### src/rtl/run_ctrl.sv
// run_ctrl: debounced single-step, free-run and burst clock enable for the core.
// A sampled hlt parks the block in HALT until the next clr.
module run_ctrl #(
    parameter int DEB_W = 16,
    parameter int DIV_W = 24,
    parameter int CNT_W = 16
) (
    input  logic             clk,
    input  logic             clr,
    input  logic             step_btn,
    input  logic [1:0]       mode,
    input  logic [DIV_W-1:0] div,
    input  logic [CNT_W-1:0] burst_len,
    input  logic             hlt,
    output logic             tick,
    output logic             exec,
    output logic             running,
    output logic             busy,
    output logic [CNT_W-1:0] step_count
);

    typedef enum logic [1:0] {
        IDLE,
        FREE,
        BURST,
        HALT
    } state_t;

    localparam logic [DEB_W-1:0] DEB_MAX = '1;
    localparam logic [DEB_W-1:0] DEB_ONE = DEB_W'(1);
    localparam logic [DIV_W-1:0] DIV_ONE = DIV_W'(1);
    localparam logic [CNT_W-1:0] CNT_ONE = CNT_W'(1);

    logic             s1_q;
    logic             s2_q;
    logic             deb_q;
    logic             deb_d;
    logic             deb_prev_q;
    logic [DEB_W-1:0] dcnt_q;
    logic [DEB_W-1:0] dcnt_d;
    logic             press;

    state_t           state_q;
    logic             tick_q;
    logic             exec_q;
    logic [CNT_W-1:0] cnt_q;
    logic [CNT_W-1:0] rem_q;
    logic [DIV_W-1:0] pre_q;
    logic             pre_tick;

    // Two-flop synchroniser for the raw button.
    always_ff @(posedge clk or negedge clr) begin
        if (!clr) begin
            s1_q <= 1'b1;
            s2_q <= 1'b1;
        end else begin
            s1_q <= step_btn;
            s2_q <= s1_q;
        end
    end

    // Count consecutive cycles the synced level disagrees with the
    // accepted level; accept it once it has held for 2^DEB_W cycles.
    always_comb begin
        dcnt_d = dcnt_q;
        deb_d  = deb_q;
        if (s2_q == deb_q) begin
            dcnt_d = '0;
        end else if (dcnt_q == DEB_MAX) begin
            deb_d  = s2_q;
            dcnt_d = '0;
        end else begin
            dcnt_d = dcnt_q + DEB_ONE;
        end
    end

    always_ff @(posedge clk or negedge clr) begin
        if (!clr) begin
            deb_q      <= 1'b1;
            deb_prev_q <= 1'b1;
            dcnt_q     <= '0;
        end else begin
            deb_q      <= deb_d;
            deb_prev_q <= deb_q;
            dcnt_q     <= dcnt_d;
        end
    end

    assign press    = deb_prev_q & ~deb_q;
    assign pre_tick = (pre_q == div);

    always_ff @(posedge clk or negedge clr) begin
        if (!clr) begin
            state_q <= IDLE;
            tick_q  <= 1'b0;
            exec_q  <= 1'b1;
            cnt_q   <= '0;
            rem_q   <= '0;
            pre_q   <= '0;
        end else begin
            tick_q <= 1'b0;
            pre_q  <= pre_tick ? '0 : pre_q + DIV_ONE;
            if (tick_q) begin
                cnt_q  <= cnt_q + CNT_ONE;
                exec_q <= 1'b0;
            end
            if (hlt) begin
                state_q <= HALT;
                rem_q   <= '0;
            end else begin
                unique case (state_q)
                    IDLE: begin
                        if (mode == 2'd1) begin
                            state_q <= FREE;
                            pre_q   <= '0;
                        end else if (mode == 2'd2) begin
                            if (press && (burst_len != '0)) begin
                                state_q <= BURST;
                                rem_q   <= burst_len;
                                pre_q   <= '0;
                            end
                        end else if (press) begin
                            tick_q <= 1'b1;
                        end
                    end
                    FREE: begin
                        if (mode != 2'd1) begin
                            state_q <= IDLE;
                        end else begin
                            tick_q <= pre_tick;
                        end
                    end
                    BURST: begin
                        if (pre_tick) begin
                            tick_q <= 1'b1;
                            rem_q  <= rem_q - CNT_ONE;
                            if (rem_q == CNT_ONE) begin
                                state_q <= IDLE;
                            end
                        end
                    end
                    HALT: begin
                        state_q <= HALT;
                    end
                endcase
            end
        end
    end

    assign tick       = tick_q;
    assign exec       = exec_q;
    assign step_count = cnt_q;
    assign running    = (state_q != HALT);
    assign busy       = (state_q == BURST);

endmodule
### config.mk
export PLATFORM = sky130hd
export DESIGN_NAME = run_ctrl
export DESIGN_NICKNAME = d
export VERILOG_FILES = /design/src/rtl/run_ctrl.sv
export SDC_FILE = /design/constraint.sdc
export NUM_CORES = 1
export LEC_CHECK = 0
export CELL_PAD_IN_SITES_DETAIL_PLACEMENT = 2
export CELL_PAD_IN_SITES_GLOBAL_PLACEMENT = 2
export CORE_MARGIN = 4
export CORE_UTILIZATION = 37
export CTS_CLUSTER_DIAMETER = 150
export DETAILED_ROUTE_END_ITERATION = 10
export PLACE_DENSITY = 0.86
export SLEW_MARGIN = 10
export SYNTH_ARGS = -nofsm -noshare
export SYNTH_HDL_FRONTEND = slang
export SYNTH_SLANG_ARGS = --single-unit
### constraint.sdc
create_clock -name clk -period 2.9 [get_ports clk]
set_input_delay 0.29 -clock clk [delete_from_list [all_inputs] [get_ports clk]]
set_output_delay 0.29 -clock clk [all_outputs]
set_load 0.02 [all_outputs]
==> flow_metrics.tcl, run 1 <==
set metrics [dict create \
    status "finished, final reports clean" \
    diodes 0 \
    synth_area_leaders "dfrtp_1 41%, xnor2_1 8.9%, xor2_1 5.8%" \
    grt_pass1_vias 4311 \
    syn_to_final_growth_pct 23.3 \
    synth_edf_count 0 \
    pwr-share-clk 0.370 \
    start_util 0.379 \
    yosys_warnings 0 \
    fmax_ghz 0.407 \
    cap_violations 0 \
    yosys.area_share.simple 0.259 \
    syn_area_um2 4550 \
    crit_type "register to register" \
    finClkSkew_ns 0.00654 \
    viasPerCell 5.58 \
    clockRootBuffer "clkbuf_16" \
    synth.top_cell.area_share 0.413 \
    synth_compound_area_frac 0.0913 \
    drt-total-wl_um 13900 \
    p_int_mw 2.19 \
    die_h_um 119 \
    p_switching_mw 0.980 \
    drive_above_1_share 0.103 \
    syn-instance-count 464 \
    place_congestion 0.759 \
    cts_buffer_depth 2 \
    combPwrFrac 0.181 \
    crit_family "compound AO/OA/AOI/OAI gates" \
    period_needed_ns 2.46 \
    yosysTopAreaCell "dfrtp_1" \
    post-dp-hpwl_um 9970 \
    min_path_type "input port to asynchronous set/reset pin" \
    avgSynthCellArea_um2 9.80 \
    fin_ws_ns 0.443 \
    core-area_um2 12000 \
    port_buffers 65 \
    cts.htree.levels 3 \
    tightestPinTransition_ns 1.04 \
    rsz0062_at_grt "false" \
    ir_worst_vdd_mv 0.323 \
    cp-end-kind "register" \
    clkLatencyLatePin_ns 0.34 \
    slew_headroom 0.303 \
    r2r_cells 5 \
    initialDrtViolationCount 280 \
    fin_setup_tns_ns 0 \
    crit_buf_inv 0 \
    synth_top_family_by_area "simple AND/OR/NAND/NOR gates" \
    pwr-share-seq 0.450 \
    cts_setup_buffers 0 \
    cts_inserted_buffers 9 \
    drv_slew 0 \
    critPathLaunchType "register" \
    cts_tree "yes" \
    fp.dieW_um 119 \
    slowest_stage "o22ai_2" \
    crit_arrival_ns 2.62 \
    dp_slack_ns 0.148 \
    switching_share 0.309 \
    synthMuxAreaShare 0.00743 \
    ctsResizeCount 0 \
    cp.depth 5 \
    ys_seq_elements 80 \
    grt_pass1_wl_um 23300 \
    period_share 0.847 \
    synth_ff_type "dfrtp_1" \
    grt_start_max_net_pins 81 \
    cts_hold_buf 0 \
    wl_per_cell_um 20.5 \
    critical_path_required_ns 3.07 \
    worstPathMaxFanout 24 \
    drc_errors 0 \
    yosysUniqueCellTypes 61 \
    yosys.area_share.adder 0.0138 \
    cp_cell_sequence "xnor2_1 > nand4_1 > or2_4 > o22ai_2 > nor2_1" \
    p_per_area_nw_per_um2 565 \
    nets 579 \
    antenna_found_initial 0 \
    setup_viol_count_final 0 \
    r2r_slack_ns 0.44 \
    num_io_pins 66 \
    p_leak_nw 2.22 \
    async_reset_ff_frac 1.00 \
    rows 40 \
    dr.pass1.iters 4 \
    hold_viol_final 0 \
    grt-ovfl-total 0 \
    drt.antenna.violating_nets 0 \
    cts.sinks 80 \
    synth_xor_area_frac 0.146 \
    cpPeakStageDelay_ns 0.86 \
    die-area_um2 14100 \
    syn_nets 515 \
    synth_seq_area_share 0.442 \
    grt_usage 0.206 \
    num_vias 3792 \
    path_clk_slew_ns 0.06 \
]
metrics by stage:
step / total power, mW / cell area (um^2) / cells / hold slack, ns / util
2_1_floorplan: 1.77 / 4550 / 464 / -0.00559 / -
3_3_place_gp: 1.95 / 5300 / 664 / 0.347 / 0.441
3_5_place_dp: 2.01 / 5300 / 664 / 0.353 / 0.441
4_1_cts: 3.21 / 5610 / 680 / 0.179 / 0.467
5_1_grt: 3.35 / 5610 / 680 / 0.223 / 0.467
6_report: 3.17 / 5610 / 680 / 0.121 / 0.467
flip-flops by register name, indices dropped and copies added (netlist names):
name / flops
dcnt_q: 16
deb_prev_q: 1
deb_q: 1
exec: 1
pre_q: 24
rem_q: 16
s1_q: 1
s2_q: 1
state_q: 2
step_count: 16
tick: 1
cell usage after synthesis (2+ instances only):
master and number:
nor2_1 65, or2_1 2, clkbuf_1 7, o221ai_1 2
o311ai_0 2, mux2_2 2, o211ai_1 5, o22ai_1 5
nand3_1 22, nor3_2 2, a21oi_1 15, o221ai_2 4
nor4b_1 2, and4_1 3, and3_1 10, o22ai_2 2
ha_1 5, buf_6 3, nor4_1 15, dfstp_2 5
a211oi_1 2, xnor2_1 46, a211o_1 2, or3_4 2
nor2b_1 4, nand4b_1 2, inv_1 14, nand2_1 36
buf_2 6, clkbuf_8 3, dfrtp_1 75, nand4_1 13
or4_1 5, or3_1 6, nor3b_1 2, nor4_2 3
a22oi_1 3, xor2_1 30, nor3_1 10
cells by family (layout without fill, tap and decap cells):
logic type / Yosys count / after routing
AO/OA/AOI/OAI: 51 / 51
buffers and inverters: 33 / 102
adder cells (fa/ha/maj): 5 / 5
AND/OR/NAND/NOR: 216 / 216
multiplexers: 3 / 3
flip-flops: 80 / 80
XOR/XNOR: 76 / 76
path summary, 6_finish.rpt:
kind | from | end
max in group asynchronous | clr | pre_q[0]
min | clr | rem_q[9]
min in group clk | step_btn | s1_q
max reg2reg | pre_q[13] | pre_q[13]
max | pre_q[13] | pre_q[13]
min reg2reg | s1_q | s2_q
routing by layer:
layer  share of wire  vias up  GRT usage  wire length [um]
met5               0        -          0                 0
met4           0.015        0     0.0630               203
met3           0.029       18     0.0404               400
met2            0.54       58      0.368              7450
met1            0.42     1952      0.251              5870
li1                -     1764          -                 -
layout by cell type (no fill, tap or decap), types with 3 or more instances in the layout:
cell type and count:
nor2b_1 4, a21oi_1 15, and4_1 3, a22oi_1 3, ha_1 5, clkbuf_16 9
nor4_1 15, and3_1 10, clkdlybuf4s50_1 64, nor3_1 10, o22ai_1 5, nor2_1 65
nor4_2 3, xnor2_1 46, dfrtp_1 75, or3_1 6, dfstp_2 5, o211ai_1 5
nand4_1 13, o221ai_2 4, inv_1 14, buf_4 8, xor2_1 30, nand3_1 22
or4_1 5, nand2_1 36
power groups by stage:
stage	registers, mW	clock network (mW)	logic (mW)
3_3_place_gp	1.43	0	0.524
6_report	1.43	1.17	0.573
5_1_grt	1.45	1.25	0.642
2_1_floorplan	1.36	0	0.409
4_1_cts	1.43	1.20	0.584
3_5_place_dp	1.44	0	0.565
cell type report:
type	instances	area [um^2]
Fill cell	1308	6400
Multi-Input combinational cell	351	2360
Sequential cell	80	2010
Timing Repair Buffer	72	701
Clock buffer	10	239
Tap cell	147	184
Clock inverter	6	67.6
Inverter	14	52.6
worst reg2reg max path, cell delays in order (launching register included):
cell and delay [ns]:
dfrtp_1 0.44, xnor2_1 0.23, nand4_1 0.21, or2_4 0.36
o22ai_2 0.86, nor2_1 0.18
(Power assumes the default switching activity.)
==> run 2: changes to the inputs <==
--- a/config.mk
+++ b/config.mk
@@ -8,10 +8,10 @@
 export CELL_PAD_IN_SITES_DETAIL_PLACEMENT = 2
 export CELL_PAD_IN_SITES_GLOBAL_PLACEMENT = 2
 export CORE_MARGIN = 4
-export CORE_UTILIZATION = 37
+export CORE_UTILIZATION = 34
 export CTS_CLUSTER_DIAMETER = 150
 export DETAILED_ROUTE_END_ITERATION = 10
-export PLACE_DENSITY = 0.86
+export PLACE_DENSITY = 0.8
 export SLEW_MARGIN = 10
 export SYNTH_ARGS = -nofsm -noshare
 export SYNTH_HDL_FRONTEND = slang
==> constraint.sdc (replaced) <==
create_clock -name clk -period 2.5 [get_ports clk]
set_input_delay 0.25 -clock clk [delete_from_list [all_inputs] [get_ports clk]]
set_output_delay 0.25 -clock clk [all_outputs]
set_load 0.02 [all_outputs]
==> flow_metrics.tcl, run 2 (synthesis results as in run 1) <==
set metrics [dict create \
    status "finished, final reports clean" \
    grt_pass1_vias 4369 \
    rsz0062_at_grt "false" \
    fin_setup_tns_ns 0 \
    cpPeakStageDelay_ns 0.62 \
    die_h_um 124 \
    setup_viol_count_final 0 \
    clkLatencyLatePin_ns 0.34 \
    die-area_um2 15300 \
    syn_to_final_growth_pct 25.4 \
    grt_start_max_net_pins 48 \
    drv_slew 0 \
    critPathLaunchType "register" \
    clockRootBuffer "clkbuf_16" \
    cts_inserted_buffers 9 \
    crit_type "register to register" \
    grt_usage 0.193 \
    post-dp-hpwl_um 9900 \
    drt-total-wl_um 13900 \
    multi_input_comb_area_um2 2360 \
    hold_viol_final 0 \
    nets 586 \
    use_met1 0.236 \
    min_path_type "input port to register" \
    crit_arrival_ns 2.54 \
    period_share 0.927 \
    drt.antenna.violating_nets 0 \
    critical_path_required_ns 2.72 \
    grt_pass1_wl_um 23000 \
    cts_tree "yes" \
    use_met2 0.350 \
    final_cell_mix "75 x dfrtp_1, 65 x nor2_1, 64 x clkdlybuf4s50_1, 46 x xnor2_1, 36 x nand2_1" \
    cap_violations 0 \
    dr.pass1.iters 4 \
    diodes 0 \
    place_congestion 0.808 \
    core-area_um2 12900 \
    timing.rr.start "rem_q[8]" \
    cts_buffer_depth 2 \
    wl_per_cell_um 19.5 \
    largest_reg_flops 24 \
    grt_busiest_layer "met2" \
    slowest_stage "or4_1" \
    port_buffers 65 \
    grt-ovfl-total 0 \
    num_io_pins 66 \
    start_util 0.353 \
    p_leak_nw 2.26 \
    cp_cell_sequence "or4_1 > nor4b_1 > nand4_1 > o41ai_2 > nand2_1" \
    rows 41 \
    final_common_cell "dfrtp_1" \
    cp-end-kind "register" \
    crit_buf_inv 0 \
    ctsResizeCount 0 \
    p_per_area_nw_per_um2 636 \
    drive_above_1_share 0.111 \
    nFillCells 1372 \
    cp-startpoint "rem_q[8]" \
    crit_family "simple AND/OR/NAND/NOR gates" \
    tightestPinTransition_ns 0.677 \
    finClkSkew_ns 0.00896 \
    fmax_ghz 0.432 \
    num_vias 3800 \
    fp.dieW_um 124 \
    drc_errors 0 \
    path_clk_slew_ns 0.07 \
    initialDrtViolationCount 174 \
    regArea_um2 2010 \
    slew_headroom 0.548 \
    antenna_found_initial 0 \
    viasPerCell 5.34 \
    cts.sinks 80 \
    period_needed_ns 2.32 \
    cts.htree.levels 3 \
    grtUsageMet3 0.0359 \
    worstPathMaxFanout 8 \
    power_mw 3.63 \
    top_register "pre_q" \
    worstHoldStart "step_btn" \
    ir_worst_vdd_mv 0.390 \
]
[run 2: cell count changes in the layout (fill, tap and decap cells not counted), sizes merged]
| cell | before | now |
|---|---|---|
| buf | 8 | 14 |
| clkinv | 2 | 4 |
| clkinvlp | 2 | 1 |
| dlygate4sd3 | 0 | 1 |
| inv | 15 | 14 |
[run 2: cell type report]
class	instances	area share
inverter	14	0.00921
multi-input combinational	351	0.413
tap	172	0.0377
clock inverter	6	0.0108
clock buffer	10	0.0401
sequential	80	0.352
timing repair buffer	79	0.137
[run 2: repair_timing]
action	4_1_cts	5_1_grt
hold buffers	1	0
setup buffers	0	0
hold endpoints to repair	42	0
[run 2: report_power, final]
group / switching, mW / total (mW) / leakage [nW] / internal, mW
Sequential: 0.217 / 1.65 / 1.01 / 1.43
Combinational: 0.348 / 0.663 / 1.11 / 0.315
Clock: 0.545 / 1.32 / 0.142 / 0.771
Total: 1.11 / 3.63 / 2.26 / 2.52
[run 2: worst reg2reg max path: stages, from the launching register on]
cell and delay (ns):
dfrtp_1 0.47, or4_1 0.63, nor4b_1 0.57, nand4_1 0.23
o41ai_2 0.23, nand2_1 0.08
[run 2: per-layer routing]
metal / vias up / share of wire
li1: 1772 / -
met3: 13 / 0.031
met1: 1959 / 0.43
met5: - / 0
met2: 56 / 0.53
met4: 0 / 0.011
[run 2: worst paths after layout]
path / end / slack [ns] / cells after the start
setup / recovery: state_q[1] / 0.18 / 5
hold / removal: s1_q / 0.32 / 1
setup reg to reg: state_q[1] / 0.18 / 5
hold reg to reg: s2_q / 0.36 / 0
max in group asynchronous: exec / 1.34 / 3
min in group asynchronous: rem_q[7] / 0.49 / 2
[run 2: per-stage QoR]
step	area, um^2	hold slack, ns	std cells	setup WS, ns	utilization
after floorplan	4550	-0.0456	464	0.563	-
after global placement	5400	0.321	695	0.105	0.420
after detailed placement	5400	0.321	695	0.0437	0.420
after CTS	5700	0.312	712	0.199	0.443
after global routing	5700	0.313	712	0.0874	0.443
final	5700	0.320	712	0.184	0.443
